===== config.mk =====
export PLATFORM = sky130hd
export DESIGN_NAME = decode_ctrl_stage
export DESIGN_NICKNAME = d
export VERILOG_FILES = /design/src/rtl/decode_ctrl_stage.sv
export SDC_FILE = /design/constraint.sdc
export NUM_CORES = 1
export LEC_CHECK = 0
export CAP_MARGIN = 20
export CORE_MARGIN = 1.5
export CORE_UTILIZATION = 35
export CTS_CLUSTER_DIAMETER = 150
export CTS_CLUSTER_SIZE = 40
export DETAILED_ROUTE_END_ITERATION = 12
export PLACE_DENSITY = 0.71
export RECOVER_POWER = 100
export SETUP_SLACK_MARGIN = 0.02
export SYNTH_ARGS = -nofsm -noshare
export SYNTH_HDL_FRONTEND = slang
export SYNTH_SLANG_ARGS = --single-unit

===== constraint.sdc =====
create_clock -name clk -period 1.5 [get_ports clk]
set_input_delay 0.3 -clock clk [delete_from_list [all_inputs] [get_ports clk]]
set_output_delay 0.3 -clock clk [all_outputs]
set_load 0.1 [all_outputs]

===== src/rtl/decode_ctrl_stage.sv =====
// -----------------------------------------------------------------------------
// decode_ctrl_stage
//
// Single-entry RV32 decode stage. An accepted instruction word is decoded into
// a registered control bundle that is presented one cycle later with
// out_valid=1 and held stable until the consumer takes it. A SYSTEM
// instruction requests a halt: the stage stops accepting, and once the halt
// bundle is consumed it parks in HALTED until reset. flush squashes the held
// entry and any pending halt (but cannot undo a completed halt).
//
// Parameters
//   EN_MEXT      : 1 = OP with funct7=0000001 decodes as RV32M (mext=1),
//                  0 = it is illegal.
//   EN_FENCE_NOP : 1 = MISC-MEM decodes as a legal no-op, 0 = illegal.
//
// Ports
//   clk           in   clock, all state on posedge
//   rst_n         in   synchronous active-low reset
//   in_valid      in   instr is valid this cycle
//   in_ready      out  stage accepts instr this cycle (combinational)
//   instr[31:0]   in   RV32 instruction word
//   flush         in   squash held entry and pending halt
//   out_valid     out  registered bundle valid
//   out_ready     in   consumer takes bundle this cycle
//   memtoreg, memwrite, branch, regwrite, jump, jumpsrc, alusrc_a_zero
//                 out  registered control bits
//   alusrc[1:0]   out  00=REG 01=IMM 10=PC 11=NPC
//   memsize[2:0]  out  funct3 for LOAD/STORE, else 000
//   mext, illegal, hlt_req  out  registered per-entry flags
//   halted        out  stage permanently halted
// -----------------------------------------------------------------------------
module decode_ctrl_stage #(
    parameter bit EN_MEXT      = 1'b1,
    parameter bit EN_FENCE_NOP = 1'b1
) (
    input  logic        clk,
    input  logic        rst_n,
    input  logic        in_valid,
    output logic        in_ready,
    input  logic [31:0] instr,
    input  logic        flush,
    output logic        out_valid,
    input  logic        out_ready,
    output logic        memtoreg,
    output logic        memwrite,
    output logic        branch,
    output logic        regwrite,
    output logic        jump,
    output logic        jumpsrc,
    output logic        alusrc_a_zero,
    output logic [1:0]  alusrc,
    output logic [2:0]  memsize,
    output logic        mext,
    output logic        illegal,
    output logic        hlt_req,
    output logic        halted
);

    localparam logic [1:0] ALU_SRC_REG = 2'b00;
    localparam logic [1:0] ALU_SRC_IMM = 2'b01;
    localparam logic [1:0] ALU_SRC_PC  = 2'b10;
    localparam logic [1:0] ALU_SRC_NPC = 2'b11;

    localparam logic [6:0] OPC_LUI      = 7'b0110111;
    localparam logic [6:0] OPC_AUIPC    = 7'b0010111;
    localparam logic [6:0] OPC_JAL      = 7'b1101111;
    localparam logic [6:0] OPC_JALR     = 7'b1100111;
    localparam logic [6:0] OPC_BRANCH   = 7'b1100011;
    localparam logic [6:0] OPC_LOAD     = 7'b0000011;
    localparam logic [6:0] OPC_STORE    = 7'b0100011;
    localparam logic [6:0] OPC_OP_IMM   = 7'b0010011;
    localparam logic [6:0] OPC_OP       = 7'b0110011;
    localparam logic [6:0] OPC_MISC_MEM = 7'b0001111;
    localparam logic [6:0] OPC_SYSTEM   = 7'b1110011;

    typedef enum logic [1:0] {
        ST_RUN       = 2'b00,
        ST_HALT_PEND = 2'b01,
        ST_HALTED    = 2'b10
    } state_t;

    typedef struct packed {
        logic       memtoreg;
        logic       memwrite;
        logic       branch;
        logic       regwrite;
        logic       jump;
        logic       jumpsrc;
        logic       a_zero;
        logic [1:0] alusrc;
        logic [2:0] memsize;
        logic       mext;
        logic       illegal;
        logic       hlt_req;
    } ctrl_t;

    localparam ctrl_t CTRL_ZERO = ctrl_t'(15'd0);

    // Pure decode of one instruction word; an illegal result carries only the
    // illegal flag so downstream never acts on a partially decoded entry.
    function automatic ctrl_t decode(input logic [31:0] ins);
        ctrl_t      c;
        logic [6:0] opc;
        logic [2:0] f3;
        logic [6:0] f7;
        c   = CTRL_ZERO;
        opc = ins[6:0];
        f3  = ins[14:12];
        f7  = ins[31:25];
        case (opc)
            OPC_AUIPC: begin
                c.alusrc = ALU_SRC_PC; c.a_zero = 1'b1; c.regwrite = 1'b1;
            end
            OPC_LUI: begin
                c.alusrc = ALU_SRC_IMM; c.a_zero = 1'b1; c.regwrite = 1'b1;
            end
            OPC_OP_IMM: begin
                c.alusrc = ALU_SRC_IMM; c.regwrite = 1'b1;
            end
            OPC_OP: begin
                case (f7)
                    7'b0000000, 7'b0100000: begin
                        c.alusrc = ALU_SRC_REG; c.regwrite = 1'b1;
                    end
                    7'b0000001: begin
                        if (EN_MEXT) begin
                            c.alusrc = ALU_SRC_REG; c.regwrite = 1'b1; c.mext = 1'b1;
                        end else begin
                            c.illegal = 1'b1;
                        end
                    end
                    default: c.illegal = 1'b1;
                endcase
            end
            OPC_BRANCH: begin
                c.alusrc = ALU_SRC_REG; c.branch = 1'b1;
            end
            OPC_JAL, OPC_JALR: begin
                c.alusrc   = ALU_SRC_NPC; c.a_zero = 1'b1; c.jump = 1'b1;
                c.regwrite = 1'b1;
                c.jumpsrc  = (opc == OPC_JALR);
            end
            OPC_LOAD: begin
                case (f3)
                    3'b011, 3'b110, 3'b111: c.illegal = 1'b1;
                    default: begin
                        c.alusrc   = ALU_SRC_IMM; c.regwrite = 1'b1;
                        c.memtoreg = 1'b1;        c.memsize  = f3;
                    end
                endcase
            end
            OPC_STORE: begin
                if (f3 > 3'b010) begin
                    c.illegal = 1'b1;
                end else begin
                    c.alusrc = ALU_SRC_IMM; c.memwrite = 1'b1; c.memsize = f3;
                end
            end
            OPC_MISC_MEM: begin
                // Legal fence decodes to an all-zero bundle: a no-op.
                if (!EN_FENCE_NOP) begin
                    c.illegal = 1'b1;
                end else begin
                    c.illegal = 1'b0;
                end
            end
            OPC_SYSTEM: c.hlt_req = 1'b1;
            default:    c.illegal = 1'b1;
        endcase
        return c;
    endfunction

    state_t state_q, state_d;
    logic   out_valid_q, out_valid_d;
    logic   halted_q, halted_d;
    ctrl_t  bundle_q, bundle_d;
    ctrl_t  dec_s;
    logic   accept_s;

    assign dec_s    = decode(instr);
    // rst_n gates in_ready so nothing is taken while reset is being applied.
    assign in_ready = rst_n && (state_q == ST_RUN) && !flush
                      && (!out_valid_q || out_ready);
    assign accept_s = in_valid && in_ready;

    // Next-state: flush beats consume, accept beats consume-only.
    always_comb begin
        state_d     = state_q;
        out_valid_d = out_valid_q;
        bundle_d    = bundle_q;
        if (flush) begin
            // Dropped entry is not a consume, so a pending halt is cancelled.
            out_valid_d = 1'b0;
            bundle_d    = CTRL_ZERO;
            if (state_q == ST_HALT_PEND) begin
                state_d = ST_RUN;
            end else begin
                state_d = state_q;
            end
        end else if (accept_s) begin
            out_valid_d = 1'b1;
            bundle_d    = dec_s;
            if (dec_s.hlt_req) begin
                state_d = ST_HALT_PEND;
            end else begin
                state_d = state_q;
            end
        end else if (out_valid_q && out_ready) begin
            out_valid_d = 1'b0;
            bundle_d    = CTRL_ZERO;
            if (state_q == ST_HALT_PEND) begin
                state_d = ST_HALTED;
            end else begin
                state_d = state_q;
            end
        end else begin
            out_valid_d = out_valid_q;
        end
        halted_d = (state_d == ST_HALTED);
    end

    // State and output registers with synchronous active-low reset.
    always_ff @(posedge clk) begin
        if (!rst_n) begin
            state_q     <= ST_RUN;
            out_valid_q <= 1'b0;
            halted_q    <= 1'b0;
            bundle_q    <= CTRL_ZERO;
        end else begin
            state_q     <= state_d;
            out_valid_q <= out_valid_d;
            halted_q    <= halted_d;
            bundle_q    <= bundle_d;
        end
    end

    assign out_valid     = out_valid_q;
    assign halted        = halted_q;
    assign memtoreg      = bundle_q.memtoreg;
    assign memwrite      = bundle_q.memwrite;
    assign branch        = bundle_q.branch;
    assign regwrite      = bundle_q.regwrite;
    assign jump          = bundle_q.jump;
    assign jumpsrc       = bundle_q.jumpsrc;
    assign alusrc_a_zero = bundle_q.a_zero;
    assign alusrc        = bundle_q.alusrc;
    assign memsize       = bundle_q.memsize;
    assign mext          = bundle_q.mext;
    assign illegal       = bundle_q.illegal;
    assign hlt_req       = bundle_q.hlt_req;

endmodule


======== After elaboration in Yosys (flattened, before gate mapping) ========
Cells that the tools add are included.
word-level totals
  bits in registers ....................... 19
  input port bits ......................... 37
  output and inout port bits .............. 18
operators by class
  $lt $le $gt $ge ......................... 1
  equal/unequal tests ..................... 18
  multiplexer cells ....................... 30
  bitwise logic cells ..................... 1
  reductions and logical operators ........ 19
operator list
  operator            count
  $mux 15             2
  $eq 7x6->1 const B  4
  $eq 7x7->1 const B  4
  $mux 1              15
  $eq 7x5->1 const B  2
  $mux 2              7
  $pmux 2 s5          1
  $mux 4              2
  $reduce_or 8->1     1
  $eq 7x1->1 const B  1
  $eq 7x2->1 const B  1
  $eq 7x4->1 const B  1
  $logic_not 7->1     1
  $eq 3x3->1 const B  2
  $pmux 3 s2          1
  $reduce_or 2->1     3
  $reduce_or 3->1     2
  $logic_and 1x1->1   5
  $reduce_or 5->1     1
  $pmux 1 s4          1
  $reduce_or 4->1     1
  $eq 3x2->1 const B  1
  $gt 3x2->1 const B  1
  $pmux 1 s3          1
  7 further kinds     8

======== Longest topological paths before layout ========
  depth in word-level cells ............... 8
  depth in mapped cells ................... 5

======== Worst setup path before layout ========
Ideal clock, no wire load.
  path kind ............................... register to register
  from .................................... register out_valid_q (netlist: out_valid)
  to ...................................... register bundle_q (netlist bit memwrite)
  library setup time ...................... 0.070 ns
  data arrival time ....................... 2.100 ns
  required time ........................... 1.430 ns
  setup slack ............................. -0.670 ns
  cell stages (with the launch flop) ...... 6
  buffers on the path ..................... 1
  period minus slack after synthesis ...... 2.170 ns
  cell sequence ........................... dfxtp_1 > nand2b_1 > a31oi_1 > clkbuf_1 > nand2_1 > a21oi_1
on the way
  longest elaborated chain between the ends .. 5
  elaborated cells on any way between the ends .. 7
  those cells by class .................... mux: 1; reduce/logical: 6
RTL lines
  item                                                 RTL line  text
  start: declaration                                   174       logic out_valid_q, out_valid_d;
  start signal: assignment                             231       out_valid_q <= out_valid_d;
  $logic_not 1->1                                      183       && (!out_valid_q || out_ready);
  $logic_or 1x1->1                                     183
  $logic_and 1x1->1                                    183
  $logic_and 1x1->1                                    184       assign accept_s = in_valid && in_ready;
  $mux 15 / $reduce_bool 2->1 (equally long branches)  n/a
  end signal: assignment                               233       bundle_q <= bundle_d;
  end: declaration                                     176       ctrl_t bundle_q, bundle_d;
Several ways; a longest one is shown, not always the timed one.
A chain may end at the register's enable or synchronous reset.

======== Final worst setup path ========
  from .................................... register state_q[0]
  to ...................................... output port in_ready
on the way
  longest elaborated chain between the ends .. 4
RTL lines
  item                             RTL line  text
  start: declaration               173       state_t state_q, state_d;
  start signal: assignment         230       state_q <= state_d;
  $logic_not 2->1                  182       assign in_ready = rst_n && (state_q == ST_RUN) && !flush
  $logic_and 1x1->1 (2 in series)  182
  $logic_and 1x1->1                183
  end: declaration                 39        output logic in_ready,
Every way passes these cells.

==> impl_metrics.ini <==
[drt]
drc = 4
drt_iter0_drc = 54
detail_route.wl_per_cell_um = 15.7
viasPerCell = 5.58
ant_nets = 0
route.final.wire_length_mm = 3.62
detailedRoute.firstPassIterationCount = 8
via_count = 1284

[worst_setup_path]
setup.worst_path.class = reg2out
crit_path_end_kind = primary output
startpoint_type = flip-flop
critical_path_arrival_ps = 1450
worst-endpoint-required_ps = 1200
crit_fanout = 3

[die]
initial_core_util = 0.376
chipWidth_um = 58.2
design.die.area_um2 = 3380
num_io_pins = 55
die_h_um = 58.2
placement_rows = 19
placeableCoreArea_um2 = 2830

[synth]
netlist.area_leader.share = 0.357
netlist_instances = 128
yosysSeqAreaShare = 0.357
synth_cell_types = 41
syn-mean-instance-area_um2 = 8.32
post-synth-top-count-cell = sky130_fd_sc_hd__dfxtp_1
synth_common_cells = sky130_fd_sc_hd__dfxtp_1 (19), sky130_fd_sc_hd__a21oi_1 (14), sky130_fd_sc_hd__nand2_1 (14), sky130_fd_sc_hd__nor2_1 (7), sky130_fd_sc_hd__nand2b_1 (6)
synth.yosys.warnings = 0
async_flop_share = 0
synth_ff_type = sky130_fd_sc_hd__dfxtp_1
synthTopCellsByArea = sky130_fd_sc_hd__dfxtp_1 (36%), sky130_fd_sc_hd__a21oi_1 (6.6%), sky130_fd_sc_hd__nand2_1 (4.9%)
synth_area_leader_cell = sky130_fd_sc_hd__dfxtp_1
synth-edff-count = 0
post_synth_instance_area_um2 = 1060
synthesis.nets = 165
flops_latches_synth = 19

[placed_design]
place.gp.congestion = 0.817
port_buffers = 39
detailedPlacementHpwl_mm = 2.65
placed_area_um2 = 1890
placed_cells = 221

[power]
power.density_nw_per_um2 = 566
p_sw_mw = 0.299
power.internal_mw = 0.737
cellLeakagePower_nw = 0.735
share_comb_of_total_power = 0.253
clock_power_share = 0.260
vdd_drop_max_uv = 409
power.sequential.fraction = 0.487
power.share.switching = 0.288

[worst_hold_path]
worstHoldPathType = in2reg

[sta]
drv_slew = 0
max_clock_freq_mhz = 571
unrepaired_setup_endpoints_after_global_routing = yes
final-hold-violation-count = 0
crit_share_post_route = 1.17
slew_headroom = 0.676
fin_skew_ps = 3.61
measured_slew_at_the_worst_slew_check_pin_ps = 490
setup_slack_after_layout_ps = -252
report.final.setup_viol = 19
post-route-min-period_ps = 1750

[cells_and_area]
finish.net_count = 237
final_layout_size_suffix_gt1_frac = 0.397
diode_count = 0
largest_register_ff_count = 3
layout_fillers = 237
area_delta_synth_final_pct = 72.0
postLayoutCellArea_um2 = 1830
final-instance-count-excl-fill = 230

[clocking]
clk_latency_ps = 300
tritoncts_num_sinks = 19
clock_transition_at_the_registers_of_the_reported_paths_ps = 110
tritoncts = yes
clock-root-buffer = sky130_fd_sc_hd__clkbuf_4
cts_max_level = 1
cts_hold_buffers = 0
cts_made_buffers = 3
clock_tree.buffer_depth = 2

[global_route]
grt_pass1_vias = 1368
maximum_number_of_pins_on_one_net_before_global_route_repair = 12
wire_length_of_the_first_global_routing_pass_mm = 6.06
total_congestion_overflow_after_global_routing = 0
global_routing_usage_summed_across_all_routing_layers = 0.230
grt_antenna_before_repair = 0

[status]
failed_checks = design-rule violations, negative setup slack
outcome = finished with violations

[job]
cap_viol_max_count = 0
==> critical path, stage by stage, from the launching register on <==
cell	delay [ps]
sky130_fd_sc_hd__dfxtp_2	360
sky130_fd_sc_hd__nor4b_4	310
sky130_fd_sc_hd__buf_4	170
sky130_fd_sc_hd__and2_4	140
sky130_fd_sc_hd__buf_12	160
==> power by group through the flow <==
stage / Sequential, mW / Combinational (mW) / Clock (mW)
floorplan: 0.528 / 0.0897 / 0
global placement: 0.518 / 0.234 / 0
detailed placement: 0.518 / 0.239 / 0
CTS: 0.507 / 0.251 / 0.273
global route: 0.505 / 0.277 / 0.295
finish: 0.504 / 0.262 / 0.270
==> routing by layer <==
metal	share of wire	track usage	vias up
li1	-	-	622
met1	0.40	0.274	599
met2	0.53	0.422	56
met3	0.054	0.0446	7
met4	0.010	0.0565	0
met5	0	0	-
==> kinds of logic after synthesis <==
logic type,Yosys count,synth area share
flip-flops,19,0.357
buffers and inverters,12,0.0458
AO/OA/AOI/OAI,34,0.213
AND/OR/NAND/NOR,63,0.384
==> repair_timing <==
action / CTS / global route
endpoints found under the setup margin: 18 / 18
setup buffers: 4 / 1
hold endpoints to repair: 0 / 0
pin swaps: 13 / 9
resized for setup: 12 / 8
==> worst paths after layout <==
check	cells past startpoint	slack (ps)	to	startpoint
worst max register to register	6	-190	regwrite	state_q[0]
worst min-delay path	2	450	state_q[1]	rst_n
worst max-delay path	4	-250	in_ready	state_q[0]
worst min register to register	2	460	memsize[1]	memsize[1]
==> metrics by stage <==
stage | setup slack [ps] | setup TNS, ps | total power [mW] | util | hold WS, ps
2_1_floorplan | -28.4 | -167 | 0.618 | - | 440
3_3_place_gp | -585 | -7900 | 0.752 | 0.667 | 478
3_5_place_dp | -663 | -9130 | 0.757 | 0.667 | 484
4_1_cts | -216 | -1170 | 1.03 | 0.702 | 450
5_1_grt | -291 | -3230 | 1.08 | 0.648 | 466
6_report | -252 | -2070 | 1.04 | 0.648 | 450
==> cell type report <==
cell class / instances / area [µm²] / area share
well taps: 31 / 38.8 / 0.0212
multi-input cells: 97 / 727 / 0.397
clock buffers: 3 / 22.5 / 0.0123
inverters: 4 / 15.0 / 0.00820
flip-flops and latches: 19 / 389 / 0.212
clock inverters: 1 / 5.00 / 0.00273
repair buffers: 75 / 634 / 0.346
==> cell usage in the layout (no fill, tap or decap), types with 2 or more instances in the layout <==
| cell type | n |
|---|---|
| sky130_fd_sc_hd__clkbuf_4 | 18 |
| sky130_fd_sc_hd__and2_1 | 2 |
| sky130_fd_sc_hd__o211ai_1 | 4 |
| sky130_fd_sc_hd__nor2_1 | 7 |
| sky130_fd_sc_hd__dlygate4sd2_1 | 3 |
| sky130_fd_sc_hd__buf_4 | 36 |
| sky130_fd_sc_hd__o21a_1 | 2 |
| sky130_fd_sc_hd__or3_4 | 2 |
| sky130_fd_sc_hd__a311oi_1 | 2 |
| sky130_fd_sc_hd__nand3_1 | 5 |
| sky130_fd_sc_hd__a41oi_2 | 2 |
| sky130_fd_sc_hd__clkdlybuf4s50_1 | 18 |
| sky130_fd_sc_hd__or4b_4 | 2 |
| sky130_fd_sc_hd__nand2_1 | 14 |
| sky130_fd_sc_hd__dfxtp_4 | 2 |
| sky130_fd_sc_hd__nor4b_4 | 3 |
| sky130_fd_sc_hd__dfxtp_1 | 16 |
| sky130_fd_sc_hd__a32oi_1 | 2 |
| sky130_fd_sc_hd__o21ai_0 | 2 |
| sky130_fd_sc_hd__buf_12 | 2 |
| sky130_fd_sc_hd__nor3b_1 | 2 |
| sky130_fd_sc_hd__nand4_1 | 2 |
| sky130_fd_sc_hd__nand4b_1 | 2 |
| sky130_fd_sc_hd__nand2b_1 | 5 |
| sky130_fd_sc_hd__inv_1 | 4 |
| sky130_fd_sc_hd__a21oi_1 | 13 |
| sky130_fd_sc_hd__or3_1 | 2 |
Power figures use the tool's default switching activity.
